$ cat src/rtl/puf_pkg.sv
// Shared definitions for the arbiter-PUF challenge sequencer: challenge width,
// sequencer state encoding and the default LFSR feedback mask.
package puf_pkg;

    localparam int C_LENGTH = 8;

    localparam logic [C_LENGTH-1:0] TAPS_DEFAULT = 8'hB8;

    typedef enum logic [2:0] {
        ST_IDLE   = 3'd0,
        ST_LOAD   = 3'd1,
        ST_PRE    = 3'd2,
        ST_HIGH   = 3'd3,
        ST_SAMPLE = 3'd4,
        ST_DONE   = 3'd5
    } puf_state_e;

endpackage

$ cat src/rtl/puf_challenge_sequencer_if.sv
// Host and PUF-macro signals of the challenge sequencer; the sequencer is the
// slave, the host side (or a PUF model) is the master.
interface puf_challenge_sequencer_if #(
    parameter int C_LENGTH  = puf_pkg::C_LENGTH,
    parameter int RESP_BITS = 8
);
    logic                 start;
    logic [C_LENGTH-1:0]  seed;
    logic                 busy;
    logic                 done;
    logic [RESP_BITS-1:0] response;
    logic                 unstable;
    logic [C_LENGTH-1:0]  challenge;
    logic                 pulse;
    logic                 puf_resp;

    modport master (
        output start, seed, puf_resp,
        input  busy, done, response, unstable, challenge, pulse
    );

    modport slave (
        input  start, seed, puf_resp,
        output busy, done, response, unstable, challenge, pulse
    );
endinterface

$ cat src/rtl/puf_lfsr.sv
// Fibonacci-style challenge LFSR; a zero seed is forced to 1 so the register
// can never lock up in the all-zero state.
module puf_lfsr #(
    parameter int                  C_LENGTH = puf_pkg::C_LENGTH,
    parameter logic [C_LENGTH-1:0] TAPS     = C_LENGTH'(puf_pkg::TAPS_DEFAULT)
) (
    input  logic                clk,
    input  logic                rst,
    input  logic                load,
    input  logic [C_LENGTH-1:0] seed,
    input  logic                step,
    output logic [C_LENGTH-1:0] value
);
    logic [C_LENGTH-1:0] lfsr_r;

    function automatic logic [C_LENGTH-1:0] lfsr_next(input logic [C_LENGTH-1:0] cur);
        return {cur[C_LENGTH-2:0], ^(cur & TAPS)};
    endfunction

    // LFSR register: load wins over step
    always_ff @(posedge clk or posedge rst) begin
        if (rst) begin
            lfsr_r <= {C_LENGTH{1'b0}};
        end else if (load) begin
            lfsr_r <= (seed == {C_LENGTH{1'b0}}) ? {{(C_LENGTH-1){1'b0}}, 1'b1} : seed;
        end else if (step) begin
            lfsr_r <= lfsr_next(lfsr_r);
        end else begin
            lfsr_r <= lfsr_r;
        end
    end

    assign value = lfsr_r;
endmodule

$ cat src/rtl/puf_challenge_sequencer.sv
// Drives challenges and excitation pulses into the arbiter PUF, majority-votes
// repeated evaluations and assembles the voted bits into a response word.
module puf_challenge_sequencer #(
    parameter int                  C_LENGTH  = puf_pkg::C_LENGTH,
    parameter int                  RESP_BITS = 8,
    parameter int                  VOTES     = 3,
    parameter int                  SETTLE    = 4,
    parameter logic [C_LENGTH-1:0] TAPS      = C_LENGTH'(puf_pkg::TAPS_DEFAULT)
) (
    input  logic                     clk,
    input  logic                     rst,
    puf_challenge_sequencer_if.slave bus
);
    import puf_pkg::*;

    localparam int PW = $clog2(SETTLE) + 1;
    localparam int VW = $clog2(VOTES) + 1;
    localparam int BW = $clog2(RESP_BITS) + 1;

    puf_state_e           state_r, state_nxt_s;
    logic [PW-1:0]        phase_r;
    logic [VW-1:0]        vote_r, ones_r, ones_sum_s;
    logic [BW-1:0]        bit_r;
    logic [RESP_BITS-2:0] shift_r;
    logic [RESP_BITS-1:0] shift_nxt_s;
    logic                 sticky_r, sticky_nxt_s;
    logic                 sync1_r, sync2_r;
    logic                 busy_r, done_r, pulse_r, unstable_r;
    logic [RESP_BITS-1:0] response_r;
    logic                 busy_nxt_s, pulse_nxt_s;
    logic                 lfsr_load_s, lfsr_step_s;
    logic                 phase_last_s, vote_last_s, bit_last_s;
    logic                 voted_s, split_s;
    logic [C_LENGTH-1:0]  lfsr_value_s;

    puf_lfsr #(.C_LENGTH(C_LENGTH), .TAPS(TAPS)) u_lfsr (
        .clk   (clk),
        .rst   (rst),
        .load  (lfsr_load_s),
        .seed  (bus.seed),
        .step  (lfsr_step_s),
        .value (lfsr_value_s)
    );

    assign phase_last_s = (phase_r == PW'(SETTLE - 1));
    assign vote_last_s  = (vote_r == VW'(VOTES - 1));
    assign bit_last_s   = (bit_r == BW'(RESP_BITS - 1));
    assign ones_sum_s   = ones_r + VW'(sync2_r);
    assign voted_s      = (ones_sum_s > VW'(VOTES / 2));
    assign split_s      = (ones_sum_s != VW'(0)) && (ones_sum_s != VW'(VOTES));
    // The shift register keeps only RESP_BITS-1 bits: the newest bit joins at DONE.
    assign shift_nxt_s  = {voted_s, shift_r};
    assign sticky_nxt_s = sticky_r | split_s;

    // Two-flop synchronizer for the asynchronous arbiter output
    always_ff @(posedge clk or posedge rst) begin
        if (rst) begin
            sync1_r <= 1'b0;
            sync2_r <= 1'b0;
        end else begin
            sync1_r <= bus.puf_resp;
            sync2_r <= sync1_r;
        end
    end

    // FSM state register
    always_ff @(posedge clk or posedge rst) begin
        if (rst) begin
            state_r <= ST_IDLE;
        end else begin
            state_r <= state_nxt_s;
        end
    end

    // Next-state decode, LFSR control and next values of the registered outputs
    always_comb begin
        state_nxt_s = state_r;
        lfsr_load_s = 1'b0;
        lfsr_step_s = 1'b0;
        case (state_r)
            ST_IDLE: begin
                if (bus.start) begin
                    state_nxt_s = ST_LOAD;
                    lfsr_load_s = 1'b1;
                end else begin
                    state_nxt_s = ST_IDLE;
                end
            end
            ST_LOAD:   state_nxt_s = ST_PRE;
            ST_PRE:    state_nxt_s = phase_last_s ? ST_HIGH : ST_PRE;
            ST_HIGH:   state_nxt_s = phase_last_s ? ST_SAMPLE : ST_HIGH;
            ST_SAMPLE: begin
                if (vote_last_s) begin
                    lfsr_step_s = 1'b1;
                    state_nxt_s = bit_last_s ? ST_DONE : ST_PRE;
                end else begin
                    state_nxt_s = ST_PRE;
                end
            end
            ST_DONE:   state_nxt_s = ST_IDLE;
            default:   state_nxt_s = ST_IDLE;
        endcase
        busy_nxt_s  = state_nxt_s inside {ST_LOAD, ST_PRE, ST_HIGH, ST_SAMPLE};
        pulse_nxt_s = state_nxt_s inside {ST_HIGH, ST_SAMPLE};
    end

    // Phase/vote/bit counters, vote accumulation and registered outputs
    always_ff @(posedge clk or posedge rst) begin
        if (rst) begin
            phase_r    <= PW'(0);
            vote_r     <= VW'(0);
            ones_r     <= VW'(0);
            bit_r      <= BW'(0);
            shift_r    <= {(RESP_BITS-1){1'b0}};
            sticky_r   <= 1'b0;
            busy_r     <= 1'b0;
            done_r     <= 1'b0;
            pulse_r    <= 1'b0;
            response_r <= {RESP_BITS{1'b0}};
            unstable_r <= 1'b0;
        end else begin
            busy_r  <= busy_nxt_s;
            pulse_r <= pulse_nxt_s;
            done_r  <= (state_nxt_s == ST_DONE);
            case (state_r)
                ST_LOAD: begin
                    phase_r  <= PW'(0);
                    vote_r   <= VW'(0);
                    ones_r   <= VW'(0);
                    bit_r    <= BW'(0);
                    sticky_r <= 1'b0;
                end
                ST_PRE, ST_HIGH: begin
                    phase_r <= phase_last_s ? PW'(0) : phase_r + PW'(1);
                end
                ST_SAMPLE: begin
                    phase_r <= PW'(0);
                    if (vote_last_s) begin
                        vote_r   <= VW'(0);
                        ones_r   <= VW'(0);
                        bit_r    <= bit_r + BW'(1);
                        shift_r  <= shift_nxt_s[RESP_BITS-1:1];
                        sticky_r <= sticky_nxt_s;
                    end else begin
                        vote_r <= vote_r + VW'(1);
                        ones_r <= ones_sum_s;
                    end
                end
                default: begin
                    phase_r <= phase_r;
                end
            endcase
            if (state_nxt_s == ST_DONE) begin
                response_r <= shift_nxt_s;
                unstable_r <= sticky_nxt_s;
            end else begin
                response_r <= response_r;
                unstable_r <= unstable_r;
            end
        end
    end

    assign bus.busy      = busy_r;
    assign bus.done      = done_r;
    assign bus.pulse     = pulse_r;
    assign bus.response  = response_r;
    assign bus.unstable  = unstable_r;
    assign bus.challenge = lfsr_value_s;
endmodule

$ cat src/flat_wrapper.sv
// flat-port wrapper written by rule: the top's interface ports become plain ports
module puf_challenge_sequencer_flat import puf_pkg::*;
#(
    parameter int                  C_LENGTH  = puf_pkg::C_LENGTH,
    parameter int                  RESP_BITS = 8,
    parameter int                  VOTES     = 3,
    parameter int                  SETTLE    = 4,
    parameter logic [C_LENGTH-1:0] TAPS      = C_LENGTH'(puf_pkg::TAPS_DEFAULT)
)
  (clk, rst, bus_start, bus_seed, bus_puf_resp, bus_busy, bus_done, bus_response, bus_unstable, bus_challenge, bus_pulse);
  puf_challenge_sequencer_if #(.C_LENGTH(C_LENGTH), .RESP_BITS(RESP_BITS)) bus_i ();
  input  logic clk;
  input  logic rst;
  input wire logic [$bits(bus_i.start)-1:0] bus_start;
  input wire logic [$bits(bus_i.seed)-1:0] bus_seed;
  input wire logic [$bits(bus_i.puf_resp)-1:0] bus_puf_resp;
  output wire logic [$bits(bus_i.busy)-1:0] bus_busy;
  output wire logic [$bits(bus_i.done)-1:0] bus_done;
  output wire logic [$bits(bus_i.response)-1:0] bus_response;
  output wire logic [$bits(bus_i.unstable)-1:0] bus_unstable;
  output wire logic [$bits(bus_i.challenge)-1:0] bus_challenge;
  output wire logic [$bits(bus_i.pulse)-1:0] bus_pulse;
  assign bus_i.start = bus_start;
  assign bus_i.seed = bus_seed;
  assign bus_i.puf_resp = bus_puf_resp;
  assign bus_busy = bus_i.busy;
  assign bus_done = bus_i.done;
  assign bus_response = bus_i.response;
  assign bus_unstable = bus_i.unstable;
  assign bus_challenge = bus_i.challenge;
  assign bus_pulse = bus_i.pulse;
  puf_challenge_sequencer #(.C_LENGTH(C_LENGTH), .RESP_BITS(RESP_BITS), .VOTES(VOTES), .SETTLE(SETTLE), .TAPS(TAPS)) u_core (.clk(clk), .rst(rst), .bus(bus_i));
endmodule
$ cat config.mk
export PLATFORM = sky130hd
export DESIGN_NAME = puf_challenge_sequencer_flat
export DESIGN_NICKNAME = d
export VERILOG_FILES = /design/src/rtl/puf_pkg.sv /design/src/rtl/puf_challenge_sequencer_if.sv /design/src/rtl/puf_lfsr.sv /design/src/rtl/puf_challenge_sequencer.sv /design/src/flat_wrapper.sv
export SDC_FILE = /design/constraint.sdc
export NUM_CORES = 1
export LEC_CHECK = 0
export CAP_MARGIN = 20
export CORE_ASPECT_RATIO = 0.6
export CORE_UTILIZATION = 53
export DETAILED_ROUTE_END_ITERATION = 7
export PLACE_DENSITY = 0.82
export SKIP_CTS_REPAIR_TIMING = 1
export SLEW_MARGIN = 20
export SYNTH_ARGS = -nofsm -noshare
export SYNTH_HDL_FRONTEND = slang
export SYNTH_SLANG_ARGS = --single-unit
$ cat constraint.sdc
create_clock -name clk -period 1.95 [get_ports clk]
set_clock_uncertainty 0.1 [all_clocks]
set_input_delay 0.4875 -clock clk [delete_from_list [all_inputs] [get_ports clk]]
set_output_delay 0.4875 -clock clk [all_outputs]
set_load 0.01 [all_outputs]
==> metrics.txt, run 1 <==
die span in y=50.91 microns; CP bufs+invs=1; CP max-delay cell=clkdlybuf4s50_1; Post-Synth XOR/XNOR Area=2.901%; crit path capture type=primary output; Final setup violation count=0; number of routed nets with antenna violations=0; final-report hold violation count=0; ant diodes=0; Syn Std Cell Area=approximately 2100 sq um; nets=247; Cell Area, Placed=2500 sq um; Clock transition at path regs=80 ps; first-pass GRT wire length=6.437 mm; vias in the first global route=1,358; minimum clock period=1875 ps; clk root buf=clkbuf_8; Max Cap Viol=0; Yosys Warn Count=0; crit path max fanout=4; routability-driven placement congestion ratio=0.7880; routed wire length=3.731 mm; mux share of post-synthesis cell area=8.526%; CTS max path bufs=2; ys flop type=dfrtp_1; CP cell instances=clkdlybuf4s50_1; area of the multi-input gates=894.6 sq um; largest family of logic cells by synthesized area=simple AND/OR/NAND/NOR gates; CTS sink cnt=46; CP Data Arrival Time=1290 ps; Fmax=~530 MHz; CTS tree=done; syn_nets=211; via/cell ratio=5.333; CP top delay family=buffers and inverters; GRT overflow=0; sequential cell area=1151 sq um; initial antenna violation count=0; LEAKAGE=around 1.2 nW; die area=4252 sq um; total number of vias=1,488; row count=17; Max stage delay on crit path=around 570 ps; post-synthesis sequential area ratio=between 50% and 60%; Synth Area in Adders=2.368%; IR drop worst, VDD=between 400 and 500 uV; Post-DP HPWL=between 2 and 3 mm; Crit Path Category=reg2out; Worst-Skew Late Latency=310 ps; Cell variety after synth=41; die span in x=83.52 microns; EDFF count, synth=0; GRT Total Usage=around a fifth; status=complete, no violations; Synth Area in Simple Gates=a little under a fifth; CP required=1360 ps; cell count after synthesis=between 150 and 200; layout cells sized above 1=12.07%; worst min path class=reg2reg; CTS Buf Count=5; Power Dens Cells=roughly 670 nW/um^2; Mapped Avg Cell Area=10.84 sq um; area grow syn2layout=23.50%; htree depth=2; port bufs=31; Placeable Area=3744 sq um; Synth Area in Compound Gates=between 10% and 20%; drt first pass iters=5; # DRC=0; top-level I/O count=32; Slew @ Worst Pin=522.4 ps; async set-reset flop share out of synthesis=100.0%; Wirelength per Cell=between 10 and 15 microns; synthesized flop and latch total=46; Design Area, Final=2610 sq um; Initial Util=56.45%; Max-slew headroom=65.17%; RSZ-0062 raised after global routing=no; Fillers=287; 1st-iter DRT viols=74; final worst path period share=96.14%; CP Launch Type=register; max-slew violations=0; hold slack=252.4 ps; pin count of the biggest net entering global routing=47
synth_stat cells (3+ instances only):
cell type	number	area share, %
buf_2	3	0.71
clkbuf_1	3	0.53
mux2_2	8	4.3
nand3_1	4	0.95
nor2_1	4	0.71
mux2i_1	9	4.3
buf_6	3	1.6
o21ai_0	20	4.7
xor2_1	5	2.1
and3_1	3	0.89
ha_1	4	2.4
dfrtp_1	46	54
a21oi_1	4	0.95
nand2_1	41	7.3
a22o_1	4	1.7
layout make-up:
cell class / instances / share of cell area, %
inverters: 2 / 0.2876
flip-flops and latches: 46 / 44.10
repair buffers: 38 / 14.86
clock buffers: 6 / 2.780
well taps: 47 / 2.253
multi-input cells: 138 / 34.28
clock inverters: 2 / 1.438
cell usage in the layout (no fill, tap or decap), drive strengths merged, types with 5 or more instances in the layout:
master	count
buf	7
clkbuf	6
clkdlybuf4s50	31
dfrtp	46
mux2	8
mux2i	9
nand2	42
nand3	5
o21ai	20
xor2	5
worst paths after layout:
kind	start	to	slack (ps)	cells after the start
setup / recovery	u_core.u_lfsr.value[3]	bus_challenge[3]	80	1
hold / removal	u_core.sync1_r	u_core.sync2_r	250	0
setup reg to reg	u_core.state_r[0]	u_core.u_lfsr.value[5]	190	5
hold reg to reg	u_core.sync1_r	u_core.sync2_r	250	0
max in group asynchronous	rst	u_core.bus.unstable	1130	3
min in group asynchronous	rst	u_core.bus.response[4]	420	3
stage by stage:
step	TNS (ps)	power (mW)	worst slack (ps)	utilization, %	cells
floorplan	0	1.020	274.7	-	195
global placement	0	1.057	16.32	66.78	271
detailed placement	-4.393	1.059	-4.393	66.78	271
CTS	0	1.763	56.41	69.72	279
global route	0	1.808	18.36	69.72	279
finish	0	1.744	75.37	69.72	279
where the power goes:
group / leakage [nW] / total, mW / internal (mW) / switching, mW
logic: 0.554 / 0.0721 / 0.0362 / 0.0359
clock network: 0.0514 / 0.706 / 0.382 / 0.324
registers: 0.567 / 0.966 / 0.961 / 0.00457
per-layer routing:
metal  wire (microns)  share of wire [%]  vias to the layer above  global-route usage [%]
met3              194                5.2                        7                   6.300
met2             1459                 39                       36                   27.05
met5                0                  0                        -                       0
met1             2000                 54                      698                   29.49
met4               78                2.1                        0                   10.17
li1                 -                  -                      747                       -
flip-flops by register name, indices dropped and copies added, names as in the netlist, 3 cells and up:
name	flops
u_core.bit_r	4
u_core.phase_r	3
u_core.bus.response	8
u_core.vote_r	3
u_core.u_lfsr.value	8
u_core.state_r	3
u_core.ones_r	3
u_core.shift_r	7
cell families after synthesis:
group | after synthesis
simple gates | 74
mux | 17
buf+inv | 11
fa+ha+maj | 4
compound gates | 36
flops | 46
xor+xnor | 7
No activity file was read; power rests on OpenSTA's default activity.
==> inputs of run 2 (changes only) <==
--- a/constraint.sdc
+++ b/constraint.sdc
@@ -4,2 +4,2 @@
 set_output_delay 0.4875 -clock clk [all_outputs]
-set_load 0.01 [all_outputs]
+set_load 0.05 [all_outputs]
==> metrics.txt, run 2 (synthesis gave the netlist of run 1 again) <==
GR Layer Usage met3=5.493% (-0.81 points); Worst Hold Depth=0 (unchanged); WHS Endpoint=u_core.sync2_r; Worst Reg-to-Reg Cells=3 (-2); Fmax=586.5 MHz (+9.9%); initial antenna violation count=0 (unchanged); layout cells sized above 1=20.26% (+8.2 points); CTS max path bufs=2 (unchanged); Wirelength per Cell=13.45 microns (+0.56%); CP Launch Point=u_core.vote_r[0]; CP cell instances=nor3b_2, nand3_2, mux2_2; RR Startpoint=u_core.vote_r[0]; Post-DP HPWL=2.733 mm (+4.2%); row count=17 (unchanged); # DRC=0 (unchanged); Max-slew headroom=67.43% (+2.3 points); GRT overflow=0 (unchanged); Max Cap Viol=0 (unchanged); final-report hold violation count=0 (unchanged); Final setup violation count=0 (unchanged); Clock transition at path regs=80 ps (about the same); CP top delay family=simple AND/OR/NAND/NOR gates; max-slew violations=0 (unchanged); Power Dens Cells=671.2 nW/um^2 (+0.48%); most common cell after layout, fill and taps aside=dfrtp_1; met2 Usage GRT=29.78% (+2.7 points); CP required=2030 ps (+670 ps); Fillers=289 (+0.70%); M1 GR Usage=30.13% (+0.63 points); htree depth=2 (unchanged); fin util=68.28% (-1.4 points); IR drop worst, VDD=456.8 uV (-7.1%); CTS tree=done; RR Endpoint=u_core.bus.response[5]; crit path max fanout=13 (+9); worst min path class=reg2reg; 1st-iter DRT viols=97 (+31%); ant diodes=0 (unchanged); CP bufs+invs=0 (-1); vias in the first global route=1,421 (+4.6%); CTS Buf Count=5 (unchanged); port bufs=31 (unchanged); first-pass GRT wire length=6.637 mm (+3.1%); Placeable Area=3744 sq um (unchanged); RSZ-0062 raised after global routing=no; via/cell ratio=5.319 (-0.27%); die area=4252 sq um (unchanged); hold wc startpoint=u_core.sync1_r; CTS sink cnt=46 (unchanged); CP Data Arrival Time=1780 ps (+490 ps); Max stage delay on crit path=460 ps (-110 ps); total number of vias=1,484 (-0.27%); CP max-delay cell=dfrtp_1; number of routed nets with antenna violations=0 (unchanged); routed wire length=3.752 mm (+0.56%); Worst-Skew Late Latency=290 ps (-20 ps); Setup TNS=0 ps (unchanged); routability-driven placement congestion ratio=0.7697 (-2.3%); highest-count cells in the layout ignoring fill and taps=46 x dfrtp_1, 41 x nand2_1, 25 x buf_4, 20 x o21ai_0, 11 x clkdlybuf4s50_1; CP Launch Type=register; Crit Path Category=reg2reg; area grow syn2layout=20.96%; die span in x=83.52 microns (unchanged); top-level I/O count=32 (unchanged); crit path capture type=register; minimum clock period=1705 ps (-169.6 ps); Slew @ Worst Pin=488.6 ps (-33.82 ps); LEAKAGE=1.196 nW (+2.0%); worst reg-to-reg setup slack=240 ps (+50 ps); pin count of the biggest net entering global routing=47 (unchanged); nets=247 (unchanged); clk root buf=clkbuf_8; Initial Util=56.45% (unchanged); final worst path period share=87.44% (-8.7 points); Top Usage Layer GRT=met1; status=complete, no violations; die span in y=50.91 microns (unchanged); area of the multi-input gates=894.6 sq um (unchanged); drt first pass iters=4 (-1); sequential cell area=1151 sq um (unchanged); GRT Total Usage=20.23% (unchanged)
## run 2: stage by stage
step | hold WS, ps | std cells | power, mW | instance area, sq um | setup slack, ps
2_1_floorplan | 231.2 | 195 | 1.020 | 2113 | 274.7
3_3_place_gp | 234.4 | 271 | 1.057 | 2450 | 7.868
3_5_place_dp | 249.8 | 271 | 1.060 | 2450 | -11.79
4_1_cts | 268.3 | 279 | 1.733 | 2556 | 228.6
5_1_grt | 272.5 | 279 | 1.785 | 2556 | 91.42
6_report | 262.4 | 279 | 1.716 | 2556 | 245.0
## run 2: worst max-delay path by stage
stage / endpoint / slack [ps] / cells after the start
final: u_core.bus.response[5] / 240 / 3
after CTS: u_core.bus.response[0] / 230 / 3
after global placement: u_core.u_lfsr.value[0] / 8 / 5
after detailed placement: u_core.u_lfsr.value[0] / -10 / 5
after floorplan: u_core.bit_r[0] / 270 / 1
after global routing: u_core.bus.response[3] / 90 / 3
## run 2: worst register-to-register path, delay by kind of cell (launching register included)
kind | cells | cell delay [ps]
AND/OR/NAND/NOR | 2 | 660
flip-flops | 1 | 460
multiplexers | 1 | 380
## run 2: power by group
group,total [mW],switching (mW),internal [mW],leakage [nW]
registers,0.966,0.00465,0.961,0.567
clock network,0.677,0.294,0.383,0.0524
logic,0.0727,0.0365,0.0362,0.577
total,1.72,0.335,1.38,1.20
## run 2: area by class of cell
| class | instances | area share, % |
|---|---|---|
| sequential | 46 | 45.03 |
| multi-input combinational | 138 | 35.00 |
| timing repair buffer | 38 | 13.22 |
| clock buffer | 7 | 2.986 |
| tap | 47 | 2.301 |
| clock inverter | 1 | 1.175 |
| inverter | 2 | 0.2937 |
## run 2: per-layer routing
metal,routed length [microns],part of all wire [%]
met4,23,0.61
met1,1976,53
met3,208,5.5
met5,0,0
met2,1545,41
==> inputs of run 3 (changes only) <==
==> constraint.sdc (replaced) <==
create_clock -name clk -period 1.95 [get_ports clk]
set_clock_uncertainty 0.1 [all_clocks]
set_input_delay 0.39 -clock clk [delete_from_list [all_inputs] [get_ports clk]]
set_output_delay 0.39 -clock clk [all_outputs]
set_load 0.05 [all_outputs]
==> metrics.txt, run 3 (synthesis gave the netlist of run 1 again) <==
port bufs=31 (unchanged); Slew @ Worst Pin=492.8 ps (+4.205 ps); die area=4252 sq um (unchanged); Fmax=573.4 MHz (-2.2%); GRT overflow=0 (unchanged); layout cells sized above 1=20.78% (+0.52 points); max-slew violations=0 (unchanged); Placeable Area=3744 sq um (unchanged); top-level I/O count=32 (unchanged); htree depth=2 (unchanged); Final WS setup=206.1 ps (-38.91 ps); Setup TNS=0 ps (unchanged); routability-driven placement congestion ratio=0.8018 (+4.2%); GRT Total Usage=20.83% (+0.59 points); die span in y=50.91 microns (unchanged); Worst Reg-to-Reg Cells=5 (+2); via/cell ratio=5.403 (+1.6%); crit path capture type=register; Initial Util=56.45% (unchanged); Design Power=1.593 mW (-7.2%); ant diodes=0 (unchanged); area grow syn2layout=20.19%; highest-count cells in the layout ignoring fill and taps=46 x dfrtp_1, 41 x nand2_1, 26 x buf_4, 20 x o21ai_0, 11 x clkdlybuf4s50_1; Max-slew headroom=67.15% (-0.28 points); final worst path period share=89.43% (+2.0 points); pin count of the biggest net entering global routing=47 (unchanged); Max Cap Viol=0 (unchanged); clk root buf=clkbuf_8; Fillers=286 (-1.0%); RR Endpoint=u_core.u_lfsr.value[0]; CTS Buf Count=5 (unchanged); 1st-iter DRT viols=111 (+14%); minimum clock period=1744 ps (+38.91 ps); initial antenna violation count=0 (unchanged); total number of vias=1,502 (+1.2%); RSZ-0062 raised after global routing=no; CP Launch Type=register; first-pass GRT wire length=6.720 mm (+1.3%); Power Dens Cells=627.1 nW/um^2 (-6.6%); Place WS=63.26 ps (+75.05 ps); crit path max fanout=17 (+4); LEAKAGE=1.193 nW (-0.32%); CP Capture Point=u_core.u_lfsr.value[0]; nets=248 (+0.40%); CP top delay family=simple AND/OR/NAND/NOR gates; IR drop worst, VDD=410.6 uV (-10%); fin util=67.85% (-0.43 points); RR Startpoint=u_core.state_r[0]; CTS max path bufs=2 (unchanged); die span in x=83.52 microns (unchanged); CTS tree=done; CP max-delay cell=dfrtp_1; most common cell after layout, fill and taps aside=dfrtp_1; row count=17 (unchanged); worst reg-to-reg setup slack=210 ps (-40 ps); CP Data Arrival Time=1800 ps (+20 ps); Worst Hold Depth=0 (unchanged); number of routed nets with antenna violations=0 (unchanged); drt first pass iters=4 (unchanged); CP bufs+invs=1 (+1); Wirelength per Cell=14.32 microns (+6.5%); final-report hold violation count=0 (unchanged); CP required=2000 ps (-30 ps); CP Launch Point=u_core.state_r[0]; status=complete, no violations; Clock transition at path regs=80 ps (about the same); Worst-Skew Late Latency=290 ps (about the same); hold slack=258.1 ps (-4.303 ps); Post-DP HPWL=2.890 mm (+5.7%); Final setup violation count=0 (unchanged); Stages on worst setup path=5 (+2); vias in the first global route=1,387 (-2.4%); # DRC=0 (unchanged); CTS sink cnt=46 (unchanged); worst min path class=reg2reg; Max stage delay on crit path=480 ps (+20 ps); Crit Path Category=reg2reg; CP cell instances=nor3b_4, and2_1, buf_12, mux2i_1, o21ai_0; routed wire length=3.980 mm (+6.1%)
-- run 3: per-stage QoR --
| stage | area, sq um | std cells |
|---|---|---|
| 6_report | 2540 | 278 |
| 4_1_cts | 2540 | 278 |
| 2_1_floorplan | 2113 | 195 |
| 3_3_place_gp | 2457 | 272 |
| 3_5_place_dp | 2457 | 272 |
| 5_1_grt | 2540 | 278 |
-- run 3: area by class of cell --
type | count | area (sq um) | area share (%)
Clock buffer | 6 | 82.58 | 3.251
Sequential cell | 46 | 1151 | 45.32
Timing Repair Buffer | 39 | 345.3 | 13.60
Inverter | 2 | 7.507 | 0.2956
Tap cell | 47 | 58.81 | 2.315
Multi-Input combinational cell | 138 | 894.6 | 35.22
-- run 3: worst min-delay path by stage --
stage                                end           start
after floorplan           u_core.sync2_r  u_core.sync1_r
after global placement    u_core.sync2_r  u_core.sync1_r
after detailed placement  u_core.sync2_r  u_core.sync1_r
after CTS                 u_core.sync2_r  u_core.sync1_r
after global routing      u_core.sync2_r  u_core.sync1_r
final                     u_core.sync2_r  u_core.sync1_r
-- run 3: power breakdown --
group	internal, mW	switching [mW]	total [mW]
Sequential	0.961	0.00462	0.966
Clock	0.273	0.281	0.554
Combinational	0.0361	0.0366	0.0726
Total	1.27	0.322	1.59
-- run 3: routing by layer --
metal / up-vias / track usage [%] / part of all wire (%)
li1: 752 / - / -
met1: 703 / 28.99 / 50
met2: 45 / 30.60 / 42
met3: 2 / 7.593 / 7.1
met4: 0 / 6.497 / 0.40
met5: - / 0 / 0
